===== src/rtl/pipe_pkg.sv =====
// Shared types for the pipeline stall/flush sequencer.
package pipe_pkg;

  localparam int CNT_W_DEFAULT = 16;

  typedef enum logic [2:0] {
    ST_RUN     = 3'd0,
    ST_MDWAIT  = 3'd1,
    ST_MEMWAIT = 3'd2,
    ST_HALT    = 3'd3
  } state_t;

  // Which strobe rule won this cycle; exported so coverage can bin on it.
  typedef enum logic [2:0] {
    PR_HALT = 3'd0,
    PR_MEM  = 3'd1,
    PR_MD   = 3'd2,
    PR_BR   = 3'd3,
    PR_LD   = 3'd4,
    PR_NONE = 3'd5
  } prio_t;

endpackage


===== src/rtl/pipe_ctrl_if.sv =====
// Hazard requests in, stage strobes and debug status out.
interface pipe_ctrl_if #(parameter int CNT_W = pipe_pkg::CNT_W_DEFAULT);
  logic             i_PipeCtrl_ldPause;
  logic             i_PipeCtrl_brTaken;
  logic             i_PipeCtrl_mdStart;
  logic             i_PipeCtrl_mdDone;
  logic             i_PipeCtrl_memReq;
  logic             i_PipeCtrl_memAck;
  logic             i_PipeCtrl_terminalW;
  logic             o_PipeCtrl_pauseIF;
  logic             o_PipeCtrl_pauseDEC;
  logic             o_PipeCtrl_pauseEXE;
  logic             o_PipeCtrl_pauseMEM;
  logic             o_PipeCtrl_clrDEC;
  logic             o_PipeCtrl_clrEXE;
  logic             o_PipeCtrl_clrMEM;
  logic             o_PipeCtrl_clrWB;
  logic             o_PipeCtrl_halted;
  logic [2:0]       o_PipeCtrl_state;
  logic [CNT_W-1:0] o_PipeCtrl_stallCnt;
  logic [CNT_W-1:0] o_PipeCtrl_flushCnt;

  modport master (
    output i_PipeCtrl_ldPause, i_PipeCtrl_brTaken, i_PipeCtrl_mdStart,
           i_PipeCtrl_mdDone, i_PipeCtrl_memReq, i_PipeCtrl_memAck,
           i_PipeCtrl_terminalW,
    input  o_PipeCtrl_pauseIF, o_PipeCtrl_pauseDEC, o_PipeCtrl_pauseEXE,
           o_PipeCtrl_pauseMEM, o_PipeCtrl_clrDEC, o_PipeCtrl_clrEXE,
           o_PipeCtrl_clrMEM, o_PipeCtrl_clrWB, o_PipeCtrl_halted,
           o_PipeCtrl_state, o_PipeCtrl_stallCnt, o_PipeCtrl_flushCnt
  );

  modport slave (
    input  i_PipeCtrl_ldPause, i_PipeCtrl_brTaken, i_PipeCtrl_mdStart,
           i_PipeCtrl_mdDone, i_PipeCtrl_memReq, i_PipeCtrl_memAck,
           i_PipeCtrl_terminalW,
    output o_PipeCtrl_pauseIF, o_PipeCtrl_pauseDEC, o_PipeCtrl_pauseEXE,
           o_PipeCtrl_pauseMEM, o_PipeCtrl_clrDEC, o_PipeCtrl_clrEXE,
           o_PipeCtrl_clrMEM, o_PipeCtrl_clrWB, o_PipeCtrl_halted,
           o_PipeCtrl_state, o_PipeCtrl_stallCnt, o_PipeCtrl_flushCnt
  );
endinterface


===== src/rtl/sat_counter.sv =====
// Up-counter that sticks at all-ones instead of wrapping.
module sat_counter #(
  parameter int W = 16
) (
  input  logic         clk,
  input  logic         rstn,
  input  logic         en,
  output logic [W-1:0] cnt
);

  // Count enabled cycles, holding once every bit is set.
  always_ff @(posedge clk) begin
    if (!rstn)                 cnt <= '0;
    else if (en && (cnt != '1)) cnt <= cnt + 1'b1;
  end

endmodule


===== src/rtl/pipe_ctrl.sv =====
// Pipeline stall/flush sequencer.
//   state   | meaning
//   RUN     | normal issue; strobes follow the per-cycle hazards
//   MDWAIT  | mul/div in progress, EXE and upstream held
//   MEMWAIT | data access outstanding, whole pipe held, WB bubbled
//   HALT    | terminal instruction retired; frozen until reset
module pipe_ctrl
  import pipe_pkg::*;
#(
  parameter int CNT_W = CNT_W_DEFAULT
) (
  input  logic        clk,
  input  logic        rstn,
  pipe_ctrl_if.slave  bus
);

  state_t state, state_nxt;
  prio_t  prio;
  logic   mem_pend, md_pend;
  logic [3:0] pause;
  logic [3:0] clr;
  logic   stall_en, flush_en;
  logic [CNT_W-1:0] stall_cnt, flush_cnt;

  assign mem_pend = bus.i_PipeCtrl_memReq && !bus.i_PipeCtrl_memAck;
  assign md_pend  = bus.i_PipeCtrl_mdStart && !bus.i_PipeCtrl_mdDone;

  // State register.
  always_ff @(posedge clk) begin
    if (!rstn) state <= ST_RUN;
    else       state <= state_nxt;
  end

  // Next state and winning strobe rule.
  always_comb begin
    state_nxt = state;
    prio      = PR_NONE;
    // A pending memory access outranks a mul/div launch, so RUN favours MEMWAIT;
    // EXE is held meanwhile and the launch re-presents itself afterwards.
    case (state)
      ST_RUN:     if (mem_pend)                     state_nxt = ST_MEMWAIT;
                  else if (md_pend)                 state_nxt = ST_MDWAIT;
      ST_MDWAIT:  if (bus.i_PipeCtrl_mdDone)        state_nxt = mem_pend ? ST_MEMWAIT : ST_RUN;
      ST_MEMWAIT: if (bus.i_PipeCtrl_memAck)        state_nxt = ST_RUN;
      default:                                      state_nxt = ST_HALT;
    endcase
    if (bus.i_PipeCtrl_terminalW) state_nxt = ST_HALT;

    // The ack cycle itself releases the pipe, mirroring mdDone for mul/div.
    if (state == ST_HALT)                                             prio = PR_HALT;
    else if ((state == ST_MEMWAIT && !bus.i_PipeCtrl_memAck) ||
             (state == ST_RUN && mem_pend))                           prio = PR_MEM;
    else if ((state == ST_MDWAIT || bus.i_PipeCtrl_mdStart) &&
             !bus.i_PipeCtrl_mdDone)                                  prio = PR_MD;
    else if (bus.i_PipeCtrl_brTaken)                                  prio = PR_BR;
    else if (bus.i_PipeCtrl_ldPause)                                  prio = PR_LD;
  end

  // Strobe decode; pause is {IF,DEC,EXE,MEM}, clr is {DEC,EXE,MEM,WB}.
  always_comb begin
    pause = 4'b0000;
    clr   = 4'b0000;
    case (prio)
      PR_HALT: pause = 4'b1111;
      PR_MEM:  begin pause = 4'b1111; clr = 4'b0001; end
      PR_MD:   begin pause = 4'b1110; clr = 4'b0010; end
      PR_BR:   clr = 4'b1100;
      PR_LD:   begin pause = 4'b1100; clr = 4'b0100; end
      default: ;
    endcase
    if (!rstn) begin
      pause = 4'b0000;
      clr   = 4'b1111;
    end
  end

  assign stall_en = (|pause) && (state != ST_HALT);
  assign flush_en = (prio == PR_BR);

  sat_counter #(.W(CNT_W)) u_stall_cnt (
    .clk (clk), .rstn (rstn), .en (stall_en), .cnt (stall_cnt)
  );

  sat_counter #(.W(CNT_W)) u_flush_cnt (
    .clk (clk), .rstn (rstn), .en (flush_en), .cnt (flush_cnt)
  );

  assign bus.o_PipeCtrl_pauseIF   = pause[3];
  assign bus.o_PipeCtrl_pauseDEC  = pause[2];
  assign bus.o_PipeCtrl_pauseEXE  = pause[1];
  assign bus.o_PipeCtrl_pauseMEM  = pause[0];
  assign bus.o_PipeCtrl_clrDEC    = clr[3];
  assign bus.o_PipeCtrl_clrEXE    = clr[2];
  assign bus.o_PipeCtrl_clrMEM    = clr[1];
  assign bus.o_PipeCtrl_clrWB     = clr[0];
  assign bus.o_PipeCtrl_halted    = rstn && (state == ST_HALT);
  assign bus.o_PipeCtrl_state     = state;
  assign bus.o_PipeCtrl_stallCnt  = stall_cnt;
  assign bus.o_PipeCtrl_flushCnt  = flush_cnt;

endmodule


===== src/flat_wrapper.sv =====
// flat-port wrapper written by rule: the top's interface ports become plain ports
module pipe_ctrl_flat import pipe_pkg::*;
#(
  parameter int CNT_W = CNT_W_DEFAULT
)
  (clk, rstn, bus_i_PipeCtrl_ldPause, bus_i_PipeCtrl_brTaken, bus_i_PipeCtrl_mdStart, bus_i_PipeCtrl_mdDone, bus_i_PipeCtrl_memReq, bus_i_PipeCtrl_memAck, bus_i_PipeCtrl_terminalW, bus_o_PipeCtrl_pauseIF, bus_o_PipeCtrl_pauseDEC, bus_o_PipeCtrl_pauseEXE, bus_o_PipeCtrl_pauseMEM, bus_o_PipeCtrl_clrDEC, bus_o_PipeCtrl_clrEXE, bus_o_PipeCtrl_clrMEM, bus_o_PipeCtrl_clrWB, bus_o_PipeCtrl_halted, bus_o_PipeCtrl_state, bus_o_PipeCtrl_stallCnt, bus_o_PipeCtrl_flushCnt);
  pipe_ctrl_if #(.CNT_W(CNT_W)) bus_i ();
  input  logic clk;
  input  logic rstn;
  input wire logic [$bits(bus_i.i_PipeCtrl_ldPause)-1:0] bus_i_PipeCtrl_ldPause;
  input wire logic [$bits(bus_i.i_PipeCtrl_brTaken)-1:0] bus_i_PipeCtrl_brTaken;
  input wire logic [$bits(bus_i.i_PipeCtrl_mdStart)-1:0] bus_i_PipeCtrl_mdStart;
  input wire logic [$bits(bus_i.i_PipeCtrl_mdDone)-1:0] bus_i_PipeCtrl_mdDone;
  input wire logic [$bits(bus_i.i_PipeCtrl_memReq)-1:0] bus_i_PipeCtrl_memReq;
  input wire logic [$bits(bus_i.i_PipeCtrl_memAck)-1:0] bus_i_PipeCtrl_memAck;
  input wire logic [$bits(bus_i.i_PipeCtrl_terminalW)-1:0] bus_i_PipeCtrl_terminalW;
  output wire logic [$bits(bus_i.o_PipeCtrl_pauseIF)-1:0] bus_o_PipeCtrl_pauseIF;
  output wire logic [$bits(bus_i.o_PipeCtrl_pauseDEC)-1:0] bus_o_PipeCtrl_pauseDEC;
  output wire logic [$bits(bus_i.o_PipeCtrl_pauseEXE)-1:0] bus_o_PipeCtrl_pauseEXE;
  output wire logic [$bits(bus_i.o_PipeCtrl_pauseMEM)-1:0] bus_o_PipeCtrl_pauseMEM;
  output wire logic [$bits(bus_i.o_PipeCtrl_clrDEC)-1:0] bus_o_PipeCtrl_clrDEC;
  output wire logic [$bits(bus_i.o_PipeCtrl_clrEXE)-1:0] bus_o_PipeCtrl_clrEXE;
  output wire logic [$bits(bus_i.o_PipeCtrl_clrMEM)-1:0] bus_o_PipeCtrl_clrMEM;
  output wire logic [$bits(bus_i.o_PipeCtrl_clrWB)-1:0] bus_o_PipeCtrl_clrWB;
  output wire logic [$bits(bus_i.o_PipeCtrl_halted)-1:0] bus_o_PipeCtrl_halted;
  output wire logic [$bits(bus_i.o_PipeCtrl_state)-1:0] bus_o_PipeCtrl_state;
  output wire logic [$bits(bus_i.o_PipeCtrl_stallCnt)-1:0] bus_o_PipeCtrl_stallCnt;
  output wire logic [$bits(bus_i.o_PipeCtrl_flushCnt)-1:0] bus_o_PipeCtrl_flushCnt;
  assign bus_i.i_PipeCtrl_ldPause = bus_i_PipeCtrl_ldPause;
  assign bus_i.i_PipeCtrl_brTaken = bus_i_PipeCtrl_brTaken;
  assign bus_i.i_PipeCtrl_mdStart = bus_i_PipeCtrl_mdStart;
  assign bus_i.i_PipeCtrl_mdDone = bus_i_PipeCtrl_mdDone;
  assign bus_i.i_PipeCtrl_memReq = bus_i_PipeCtrl_memReq;
  assign bus_i.i_PipeCtrl_memAck = bus_i_PipeCtrl_memAck;
  assign bus_i.i_PipeCtrl_terminalW = bus_i_PipeCtrl_terminalW;
  assign bus_o_PipeCtrl_pauseIF = bus_i.o_PipeCtrl_pauseIF;
  assign bus_o_PipeCtrl_pauseDEC = bus_i.o_PipeCtrl_pauseDEC;
  assign bus_o_PipeCtrl_pauseEXE = bus_i.o_PipeCtrl_pauseEXE;
  assign bus_o_PipeCtrl_pauseMEM = bus_i.o_PipeCtrl_pauseMEM;
  assign bus_o_PipeCtrl_clrDEC = bus_i.o_PipeCtrl_clrDEC;
  assign bus_o_PipeCtrl_clrEXE = bus_i.o_PipeCtrl_clrEXE;
  assign bus_o_PipeCtrl_clrMEM = bus_i.o_PipeCtrl_clrMEM;
  assign bus_o_PipeCtrl_clrWB = bus_i.o_PipeCtrl_clrWB;
  assign bus_o_PipeCtrl_halted = bus_i.o_PipeCtrl_halted;
  assign bus_o_PipeCtrl_state = bus_i.o_PipeCtrl_state;
  assign bus_o_PipeCtrl_stallCnt = bus_i.o_PipeCtrl_stallCnt;
  assign bus_o_PipeCtrl_flushCnt = bus_i.o_PipeCtrl_flushCnt;
  pipe_ctrl #(.CNT_W(CNT_W)) u_core (.clk(clk), .rstn(rstn), .bus(bus_i));
endmodule

===== config.mk =====
export PLATFORM = sky130hd
export DESIGN_NAME = pipe_ctrl_flat
export DESIGN_NICKNAME = d
export VERILOG_FILES = /design/src/rtl/pipe_pkg.sv /design/src/rtl/pipe_ctrl_if.sv /design/src/rtl/sat_counter.sv /design/src/rtl/pipe_ctrl.sv /design/src/flat_wrapper.sv
export SDC_FILE = /design/constraint.sdc
export NUM_CORES = 1
export LEC_CHECK = 0
export CAP_MARGIN = 10
export CORE_AREA = 2 2 67 76
export DETAILED_ROUTE_END_ITERATION = 7
export DIE_AREA = 0 0 69 78
export GPL_TIMING_DRIVEN = 0
export PLACE_DENSITY_LB_ADDON = 0.08
export SETUP_SLACK_MARGIN = 0.3
export SLEW_MARGIN = 20
export SYNTH_ARGS = -nofsm -noshare
export SYNTH_HDL_FRONTEND = slang
export SYNTH_SLANG_ARGS = --single-unit
export TNS_END_PERCENT = 10

===== constraint.sdc =====
create_clock -name clk -period 1.96 [get_ports clk]
set_clock_uncertainty 0.15 [all_clocks]
set_input_delay 0.392 -clock clk [delete_from_list [all_inputs] [get_ports clk]]
set_output_delay 0.392 -clock clk [all_outputs]
set_load 0.02 [all_outputs]

==> impl_metrics.tcl <==
set metrics [dict create \
    dpl.hpwl_um 3540 \
    hp-class "in -> reg" \
    synth_top_flop_cell "dfxtp_1" \
    drive_above_1_share 0.232 \
    fp.dieH_um 78 \
    yosysSeqAreaShare 0.352 \
    netlist_instances 231 \
    avgSynthCellArea_sq_um 8.37 \
    crit_path_start_kind "flop" \
    antenna_cells 0 \
    synth.top_cell.area_share 0.352 \
    gp_congestion 0.795 \
    crit_chain "inv_4, ha_2, o21bai_4, o211a_4, inv_2, o21ai_2, buf_6" \
    fin_crit_sh 1.10 \
    yosys.area.top_type "dfxtp_1" \
    synth_most_common_cell "dfxtp_1" \
    viasPerCell 5.46 \
    setup_viol 27 \
    final_nets 312 \
    grt_max_degree 11 \
    ys_ff_latch 34 \
    crit_buf_inv 3 \
    die_w_um 69 \
    critical_path.slowest_cell "dfxtp_4" \
    setup_ws_ns -0.186 \
    cap_violations 0 \
    grt-ovfl-total 0 \
    critical-path-max-stage-delay_ns 0.39 \
    place.port_buffers 50 \
    crit_path_max_fanout 5 \
    tns_ns -2.44 \
    die-area_sq_um 5380 \
    multi_input_area_sq_um 1330 \
    synth_warnings 0 \
    detail-route-antenna-nets 0 \
    h-tree-depth 2 \
    final-seq-area_sq_um 689 \
    start_util 0.425 \
    violations "setup timing" \
    cp-startpoint "u_core.bus.o_PipeCtrl_state[1]" \
    area_delta_synth_final_pct 44.2 \
    wl_per_cell_um 14.0 \
    remaining_drc_errors 0 \
    worst_slew_pin_slew_ns 0.514 \
    drv_slew 0 \
    async_flop_share 0 \
    drtPass1Iterations 4 \
    synthTopCellsByArea "dfxtp_1 (35%), a21oi_1 (4.9%), mux2i_1 (4.1%), nand3_1 (4.1%), ha_1 (3.9%)" \
    cts_buffer_depth 2 \
    outcome "complete, but fails checks" \
    worstSkewPairLatency_ns 0.29 \
    synth.top_cells.by_count "dfxtp_1 (34), nand2_1 (20), a21oi_1 (19), nor2_1 (19), nand3_1 (16)" \
    critPathTopFamily "compound AO/OA/AOI/OAI gates" \
    finalHoldViolations 0 \
    endpoint_kind "output pin" \
    stdcell_count 353 \
    synth_edf_count 0 \
    rows 26 \
    power_uw 1600 \
    relSlewSlack 0.657 \
    synthDistinctLibCells 42 \
    tritoncts "yes" \
    vias 1926 \
    core_sq_um 4550 \
    cts_root_buffer "clkbuf_8" \
    syn-num-nets 246 \
    cts_sinks 34 \
    synth_area_sq_um 1930 \
    first_global_vias 1810 \
    fmax_ghz 0.466 \
    p_leak_uw 0.00117 \
    antenna_found_initial 0 \
    cts_inserted_buffers 5 \
    arrival_ns 1.60 \
    fillers 427 \
    drt-total-wl_um 4930 \
    rr_startpoint "u_core.bus.o_PipeCtrl_state[1]" \
    peakVddDrop_v 0.000324 \
    power_density_nw_per_um2 573 \
    crit_required_ns 1.42 \
    grtUsageTotal 0.193 \
    rsz0062_at_grt "true" \
    hold_path.startpoint "rstn" \
    crit_type "reg -> out" \
    dp.cells 337 \
    io_pins 53 \
    period_minus_slack_ns 2.15 \
    clk_pin_slew_ns 0.07 \
    grt_pass1_wl_um 8540 \
    hold_ws_ns 0.265 \
    detail_route.iter0.violations 89 \
]
## sequential cells by signal, indices dropped and copies added (netlist names)
signal                       cells
u_core.u_flush_cnt.cnt          16
u_core.u_stall_cnt.cnt          16
u_core.bus.o_PipeCtrl_state      2
## what timing repair did
item	CTS	global route
resized for setup	105	20
pin swaps	11	10
hold buffers	0	0
endpoints found under the hold margin	0	0
setup endpoints to repair	77	54
buffers inserted	6	3
## metrics by stage
step	area [sq um]	util	worst slack, ns
after detailed placement	2570	0.565	-0.776
after global routing	2790	0.612	-0.268
after CTS	2720	0.596	-0.208
after global placement	2570	0.565	-0.786
final	2790	0.612	-0.186
after floorplan	2000	-	0.0424
## area by class of cell
| type | count | share of cell area |
|---|---|---|
| Sequential cell | 34 | 0.247 |
| Inverter | 8 | 0.0135 |
| Multi-Input combinational cell | 180 | 0.477 |
| Tap cell | 56 | 0.0251 |
| Clock inverter | 2 | 0.00359 |
| Clock buffer | 5 | 0.0247 |
| Buffer | 9 | 0.0256 |
| Timing Repair Buffer | 59 | 0.183 |
## kinds of logic after synthesis
kind of cell | Yosys count | synth area share
buffers and inverters | 17 | 0.0414
multiplexers | 9 | 0.0472
other | 1 | 0.00194
AO/OA/AOI/OAI | 47 | 0.159
adder cells (fa/ha/maj) | 6 | 0.0388
flip-flops | 34 | 0.352
AND/OR/NAND/NOR | 110 | 0.328
XOR/XNOR | 7 | 0.0317
## worst reg2reg max path, stage by stage (launching register included)
cell      delay, ns
dfxtp_4        0.39
inv_4          0.04
ha_2           0.18
o21bai_4       0.16
o211a_4        0.22
buf_4          0.16
nand3_4        0.11
or4_1          0.51
a21oi_2        0.12
## path summary, 6_finish.rpt
check | endpoint | slack, ns | depth (start not counted)
hold / removal | u_core.u_stall_cnt.cnt[2] | 0.26 | 3
hold reg to reg | u_core.u_stall_cnt.cnt[11] | 0.36 | 2
setup / recovery | bus_o_PipeCtrl_clrEXE | -0.19 | 7
setup reg to reg | u_core.u_flush_cnt.cnt[15] | -0.15 | 8
## cells in the final DEF, fill, tap and decap left out, types with 4 or more instances in the layout
cell type / Yosys / routed
dfxtp_1: 34 / 31
dlygate4sd2_1: 0 / 30
nand2_1: 20 / 19
nor2_1: 19 / 18
a21oi_1: 19 / 16
nand3_1: 16 / 15
buf_4: 2 / 12
nand4_1: 10 / 10
o21ai_0: 12 / 10
or3_1: 9 / 9
buf_6: 1 / 8
mux2i_1: 8 / 8
and4_1: 7 / 7
clkbuf_8: 0 / 6
nand2b_1: 6 / 6
inv_1: 8 / 5
o31ai_1: 7 / 5
or4_1: 6 / 5
and3_1: 4 / 4
xor2_1: 4 / 4
clkdlybuf4s50_1: 0 / 4
clkdlybuf4s15_1: 0 / 4
## per-layer routing
metal / routed length (um) / up-vias / global-route usage
met2: 2410 / 38 / 0.328
met4: 75 / 0 / 0.0824
met3: 209 / 7 / 0.0299
met1: 2240 / 897 / 0.242
met5: 0 / - / 0
li1: - / 984 / -
## report_power, final
part / internal (uW) / total, uW / leakage (uW) / switching [uW]
Sequential: 707 / 731 / 0.000276 / 24.1
Combinational: 171 / 371 / 0.000847 / 199
Clock: 238 / 496 / 0.0000438 / 258
No activity file was read; power rests on OpenSTA's default activity.
